**config.mk**
```make
export PLATFORM = sky130hd
export DESIGN_NAME = serial_feeder_flat
export DESIGN_NICKNAME = d
export VERILOG_FILES = /design/src/rtl/serial_feeder_if.sv /design/src/rtl/serial_feeder.sv /design/src/flat_wrapper.sv
export SDC_FILE = /design/constraint.sdc
export NUM_CORES = 1
export LEC_CHECK = 0
export BUFFER_PORTS_ARGS = -buffer_cell sky130_fd_sc_hd__buf_4
export CORE_ASPECT_RATIO = 1.1
export CORE_UTILIZATION = 45
export DETAILED_ROUTE_END_ITERATION = 10
export GPL_TIMING_DRIVEN = 0
export PLACE_DENSITY = 0.71
export RECOVER_POWER = 25
export SLEW_MARGIN = 20
export SYNTH_ARGS = -nofsm -noshare
export SYNTH_HDL_FRONTEND = slang
export SYNTH_SLANG_ARGS = --single-unit
```
**constraint.sdc**
```tcl
create_clock -name clk -period 3.8 [get_ports clk]
set_input_delay 0.76 -clock clk [delete_from_list [all_inputs] [get_ports clk]]
set_output_delay 0.76 -clock clk [all_outputs]
set_load 0.02 [all_outputs]
```
**src/rtl/serial_feeder_if.sv**
```systemverilog
// rtl/serial_feeder_if.sv - byte write handshake between a producer and serial_feeder
interface serial_feeder_if #(
    parameter int DEPTH = 4
);
    localparam int LW = $clog2(DEPTH) + 1;

    logic          wr_en;
    logic [7:0]    wr_data;
    logic          full;
    logic [LW-1:0] level;

    modport master (
        output wr_en,
        output wr_data,
        input  full,
        input  level
    );

    modport slave (
        input  wr_en,
        input  wr_data,
        output full,
        output level
    );
endinterface

```
**src/rtl/serial_feeder.sv**
```systemverilog
// rtl/serial_feeder.sv - FIFO-buffered LSB-first byte feeder for an 8-bit mode-controlled shift register
// Optional flush/zero feature: define FEEDER_CLEAR_EN to add the clr port and CLEAR state.
module serial_feeder #(
    parameter int DEPTH = 4
) (
    input  logic               clk,
    input  logic               rst_n,
    serial_feeder_if.slave     wif,
    input  logic [7:0]         reg_q,
    output logic [2:0]         reg_mode,
    output logic [7:0]         reg_in,
    output logic               reg_single,
    output logic               busy,
    output logic               byte_done
`ifdef FEEDER_CLEAR_EN
    ,
    input  logic               clr
`endif
);
    localparam int AW = $clog2(DEPTH);
    localparam int LW = AW + 1;

    typedef enum logic [1:0] {
        ST_IDLE  = 2'd0,
        ST_SHIFT = 2'd1
`ifdef FEEDER_CLEAR_EN
        ,
        ST_CLEAR = 2'd2
`endif
    } state_t;

    state_t        state, state_nxt;
    logic [2:0]    cnt, cnt_nxt;
    logic [7:0]    sbuf;
    logic          done_nxt;
    logic          pop;
    logic          push;
    logic [AW-1:0] wptr, rptr;
    logic [LW-1:0] level_q;
    logic [7:0]    mem [DEPTH];

    assign wif.full  = (level_q == LW'(DEPTH));
    assign wif.level = level_q;
    assign reg_in    = reg_q;
    assign busy      = (state == ST_SHIFT);

    // full is judged on the pre-pop level, so a write into a full FIFO is dropped even on a pop edge
`ifdef FEEDER_CLEAR_EN
    assign push = wif.wr_en && !wif.full && !clr;
`else
    assign push = wif.wr_en && !wif.full;
`endif

    always_comb begin
        state_nxt = state;
        cnt_nxt   = cnt;
        pop       = 1'b0;
        done_nxt  = 1'b0;
        case (state)
            ST_IDLE: begin
                if (level_q != '0) begin
                    pop       = 1'b1;
                    cnt_nxt   = 3'd0;
                    state_nxt = ST_SHIFT;
                end
            end
            ST_SHIFT: begin
                cnt_nxt = cnt + 3'd1;
                if (cnt == 3'd7) begin
                    done_nxt = 1'b1;
                    if (level_q != '0) begin
                        pop     = 1'b1;
                        cnt_nxt = 3'd0;
                    end else begin
                        state_nxt = ST_IDLE;
                    end
                end
            end
            default: state_nxt = ST_IDLE;
        endcase
`ifdef FEEDER_CLEAR_EN
        // an aborted byte never reports completion
        if (clr) begin
            pop       = 1'b0;
            done_nxt  = 1'b0;
            cnt_nxt   = 3'd0;
            state_nxt = ST_CLEAR;
        end
`endif
    end

    // register controls decode from registered state only, so they settle well before the negedge
    always_comb begin
        reg_mode   = 3'd1;
        reg_single = 1'b0;
        case (state)
            ST_SHIFT: begin
                reg_mode   = 3'd5;
                reg_single = sbuf[cnt];
            end
`ifdef FEEDER_CLEAR_EN
            ST_CLEAR: reg_mode = 3'd0;
`endif
            default: ;
        endcase
    end

    always_ff @(posedge clk or negedge rst_n) begin
        if (!rst_n) begin
            state     <= ST_IDLE;
            cnt       <= 3'd0;
            sbuf      <= 8'h00;
            byte_done <= 1'b0;
            wptr      <= '0;
            rptr      <= '0;
            level_q   <= '0;
        end else begin
            state     <= state_nxt;
            cnt       <= cnt_nxt;
            byte_done <= done_nxt;
            if (pop) begin
                sbuf <= mem[rptr];
                rptr <= rptr + AW'(1);
            end
            if (push) begin
                wptr <= wptr + AW'(1);
            end
            level_q <= level_q + LW'(push) - LW'(pop);
`ifdef FEEDER_CLEAR_EN
            if (clr) begin
                rptr    <= wptr;
                level_q <= '0;
            end
`endif
        end
    end

    always_ff @(posedge clk) begin
        if (push) begin
            mem[wptr] <= wif.wr_data;
        end
    end
endmodule
```
**src/flat_wrapper.sv**
```systemverilog
// flat-port wrapper written by rule: the top's interface ports become plain ports
module serial_feeder_flat 
#(
    parameter int DEPTH = 4
)
  (clk, rst_n, reg_q, reg_mode, reg_in, reg_single, busy, byte_done, wif_wr_en, wif_wr_data, wif_full, wif_level);
  serial_feeder_if #(.DEPTH(DEPTH)) wif_i ();
  input  logic clk;
  input  logic rst_n;
  input  logic [7:0] reg_q;
  output logic [2:0] reg_mode;
  output logic [7:0] reg_in;
  output logic reg_single;
  output logic busy;
  output logic byte_done;
  input wire logic [$bits(wif_i.wr_en)-1:0] wif_wr_en;
  input wire logic [$bits(wif_i.wr_data)-1:0] wif_wr_data;
  output wire logic [$bits(wif_i.full)-1:0] wif_full;
  output wire logic [$bits(wif_i.level)-1:0] wif_level;
  assign wif_i.wr_en = wif_wr_en;
  assign wif_i.wr_data = wif_wr_data;
  assign wif_full = wif_i.full;
  assign wif_level = wif_i.level;
  serial_feeder #(.DEPTH(DEPTH)) u_core (.clk(clk), .rst_n(rst_n), .wif(wif_i), .reg_q(reg_q), .reg_mode(reg_mode), .reg_in(reg_in), .reg_single(reg_single), .busy(busy), .byte_done(byte_done));
endmodule
```
==> summary.md <==
| Metric | Value |
|---|---|
| Result of the run | complete, no violations |
| Arr. time, crit path | 2.81 ns |
| Layout Cells excl Fill | 224 |
| First-pass DRT Iterations | 4 |
| Mapped Nets | approximately 160 |
| Die width | between 70 and 80 um |
| CTS Hold Bufs | 0 |
| Most prevalent standard cell on the critical path | ha_1 |
| Global route total overflow | 0 |
| Time the final worst path needs with I/O delays and setup | between 2 and 3 ns |
| Number of global-route vias before repair | 1143 |
| Worst setup margin | about 1.2 ns |
| Overall Global Routing Usage | 0.136 |
| Starting DRT DRC Count | 63 |
| Crit path buf inv count | 3 |
| Endpoint of the lowest-slack register-to-register path | u_core.wif.level[2] |
| HPWL Detailed | between 2000 and 2500 um |
| Category of the worst setup path launch point | flop |
| Final setup fails | 0 |
| Max-Slew Margin vs Limit | 0.295 |
| Pin slew with the least headroom to its limit | 1.06 ns |
| Clock latency reported for the late side of the worst-skew pair | around 0.30 ns |
| Number of enable-type register cells in the synthesized netlist | 32 |
| Type of element capturing the critical path | flop |
| Cell with the most instances after synthesis | edfxtp_1 |
| Post-CTS setup buffer count | 0 |
| Share of cells above drive strength 1 | 0.381 |
| Setup slack at placement | 1.18 ns |
| P per Cell Area | about 750 mW/mm2 |
| Commonest cells post-synth | edfxtp_1 (32), dfrtp_1 (20), buf_4 (11) |
| Count of filler cells inserted in the layout | 365 |
| Class of the most critical hold timing path | flop to flop |
| Clk slew on worst S/H paths | around 0.09 ns |
| FMAX | 385 MHz |
| Vert. Die Dim | about 77 um |
| Critical path, cell by cell | ha_1 > ha_1 > inv_1 > a21oi_4 > ha_1 > inv_1 > ha_1 > inv_1 > fa_1 > xnor2_1 > xnor2_1 |
| CTS tree | done |
| First-pass GRT wire length | ~5400 um |
| Maximum number of pins on one net before global-route repair | 21 |
| Final layout net count | slightly below 200 |
| CP Capture Point | u_core.wif.level[2] |
| Yosys warning total | 0 |
| Required time at the worst-slack endpoint | between 4 and 5 ns |
| RSZ-0062 raised after global routing | false |
| Longest individual stage delay on the worst path | between 0.4 and 0.5 ns |
| Synthesized instance count | 134 |
| Port-buffer cells | 26 |
| Leakage Power | around 1.1 nW |
| Slew Limit Fails | 0 |
| Area of the core | 0.00478 mm2 |
| Clock root cell | clkbuf_8 |
| Cell class contributing the biggest share of worst-path delay | adder cells |
| Hold violation total from the final report | 0 |
| Number of logic stages on the critical path including buffering | 11 |
| Worst setup path startpoint | u_core.cnt[1] |
| Leading register cell type out of synthesis | edfxtp_1 |
| Routed length per placed instance | 15.1 um |
| Antenna Violating Nets Remaining | 0 |
| Worst hold stages | 1 |
| Final Hold Slack | 0.513 ns |
| Ranking of synthesized cells by area | edfxtp_1 (42%), dfrtp_1 (22%), mux4_2 (8.8%) |
| Reg2Reg Depth | 11 |
| Clk_skew | roughly 0.008 ns |
| Kind of critical path | flop to flop |
| Detailed Route WL | about 3400 um |
| Resized cells post-CTS | 0 |
| Number of antenna violations at the first check in global routing | 0 |
| Post-synthesis register bit count | between 50 and 60 |
| Max H-tree Level | 2 |
| Critical Path Slowest Stage Cell | dfrtp_1 |
| Source of the worst register-to-register timing path | u_core.cnt[1] |
| Buffer depth of the longest clock path | 2 |
| Count of vias placed by the detailed router | 1111 |
| Via-to-Cell Ratio | between 4 and 5 |
| Share of synthesized registers carrying an async set or reset | 0.385 |
| Number of cells in the design after placement | 216 |
| Share of Yosys cell area claimed by the top area cell type | 0.419 |
| Sequential fraction of the synthesis area | 0.638 |
| Synth cell types | 30 |
| FF-to-FF setup slack | 1.21 ns |
| Average footprint of a synthesized cell | about 17 um2 |
| Netlist Area Pre-Place | approximately 0.0023 mm2 |
| Max_cap viols | 0 |
| Die area | around 0.0054 mm2 |
| Placer Congestion | ~0.69 |
| Sum Neg Setup Slack | 0 ns |
| Row count | 26 |
| Starting density of the core | 0.479 |
| Remaining routing DRC violations | 0 |
| Maximum fanout count along the critical path | 10 |
| Layout Area Growth over Synthesis | 14.6% |
| I/O pin count | 37 |
| Final worst path period share | 0.683 |
| IR Drop Worst-Case VDD | between 0.3 and 0.4 mV |
| Clock sinks | between 50 and 60 |
| Dominant cell type by area after synthesis | edfxtp_1 |
| Antenna cell count | 0 |
| Clock buffer count from CTS | 5 |
[worst min path at each step]
stage / slack [ns] / from / to
2_1_floorplan: 0.46 / rst_n / u_core.byte_done
3_3_place_gp: 0.49 / u_core.sbuf[4] / u_core.sbuf[4]
3_5_place_dp: 0.50 / u_core.sbuf[3] / u_core.sbuf[3]
4_1_cts: 0.32 / rst_n / u_core.sbuf[2]
5_1_grt: 0.54 / u_core.sbuf[3] / u_core.sbuf[3]
6_report: 0.51 / u_core.sbuf[3] / u_core.sbuf[3]
[layout make-up]
class                      count  area [um2]  area share
buffer                        15         106      0.0405
clock buffer                   6        72.6      0.0276
clock inverter                 2        12.5     0.00476
inverter                       8        30.0      0.0114
multi-input combinational     59         694       0.264
sequential                    52        1460       0.556
tap                           56        70.1      0.0267
timing repair buffer          26         180      0.0686
[flip-flops by register name, indices dropped and copies added, names as in the netlist]
register,flops
u_core.rptr,2
u_core.byte_done,1
u_core.state,1
u_core.wif.level,3
u_core.cnt,3
u_core.sbuf,8
u_core.mem,32
u_core.wptr,2
[cells in the final DEF (no fill, tap or decap)]
master	n
and3b_1	1
a21oi_4	1
mux2_4	9
edfxtp_1	32
clkinv_2	1
nor2_1	1
clkbuf_8	5
o31ai_1	1
and2_1	5
ha_1	8
nor3_4	1
clkbuf_1	6
nand2_1	5
mux4_2	9
fa_1	1
inv_1	8
a311oi_1	1
xor2_1	2
o21ai_0	2
buf_4	33
clkinvlp_4	1
xnor2_1	3
nor3b_2	1
nor2b_1	1
nand2b_1	1
buf_1	1
mux2i_1	2
buf_2	1
dfrtp_1	20
o211ai_1	1
conb_1	2
buf_6	1
mux2_2	1
[stage by stage]
step / utilization / power, mW / cell area, um2
2_1_floorplan: - / 1.49 / 2290
6_report: 0.549 / 1.98 / 2630
5_1_grt: 0.549 / 2.11 / 2630
4_1_cts: 0.553 / 2.02 / 2640
3_5_place_dp: 0.535 / 1.71 / 2560
3_3_place_gp: 0.535 / 1.66 / 2560
[report_power, final]
group	internal [mW]	switching (mW)
Clock	0.129	0.171
Sequential	0.787	0.112
Combinational	0.420	0.361
Total	1.34	0.644
[metal layers]
metal	wire length [um]	global-route usage
met2	1710	0.241
met5	0	0
met3	142	0.0315
met4	43	0.0480
met1	1500	0.160
[logic make-up (layout without fill, tap and decap cells)]
| family | count (synthesis) | count (layout) | synth area share |
|---|---|---|---|
| adder cells (fa/ha/maj) | 9 | 9 | 0.0524 |
| buffers and inverters | 23 | 57 | 0.0595 |
| flip-flops | 52 | 52 | 0.638 |
| multiplexers | 21 | 21 | 0.161 |
| AO/OA/AOI/OAI | 6 | 6 | 0.0218 |
| other | 2 | 2 | 0.00328 |
| AND/OR/NAND/NOR | 16 | 16 | 0.0453 |
| XOR/XNOR | 5 | 5 | 0.0191 |
[worst register-to-register path: stages, from the launching register on]
cell	delay, ns
dfrtp_1	0.43
ha_1	0.18
ha_1	0.17
inv_1	0.08
a21oi_4	0.42
ha_1	0.32
inv_1	0.05
ha_1	0.13
inv_1	0.05
fa_1	0.37
xnor2_1	0.18
xnor2_1	0.14
Note: power is estimated with default switching activity, not from simulation.
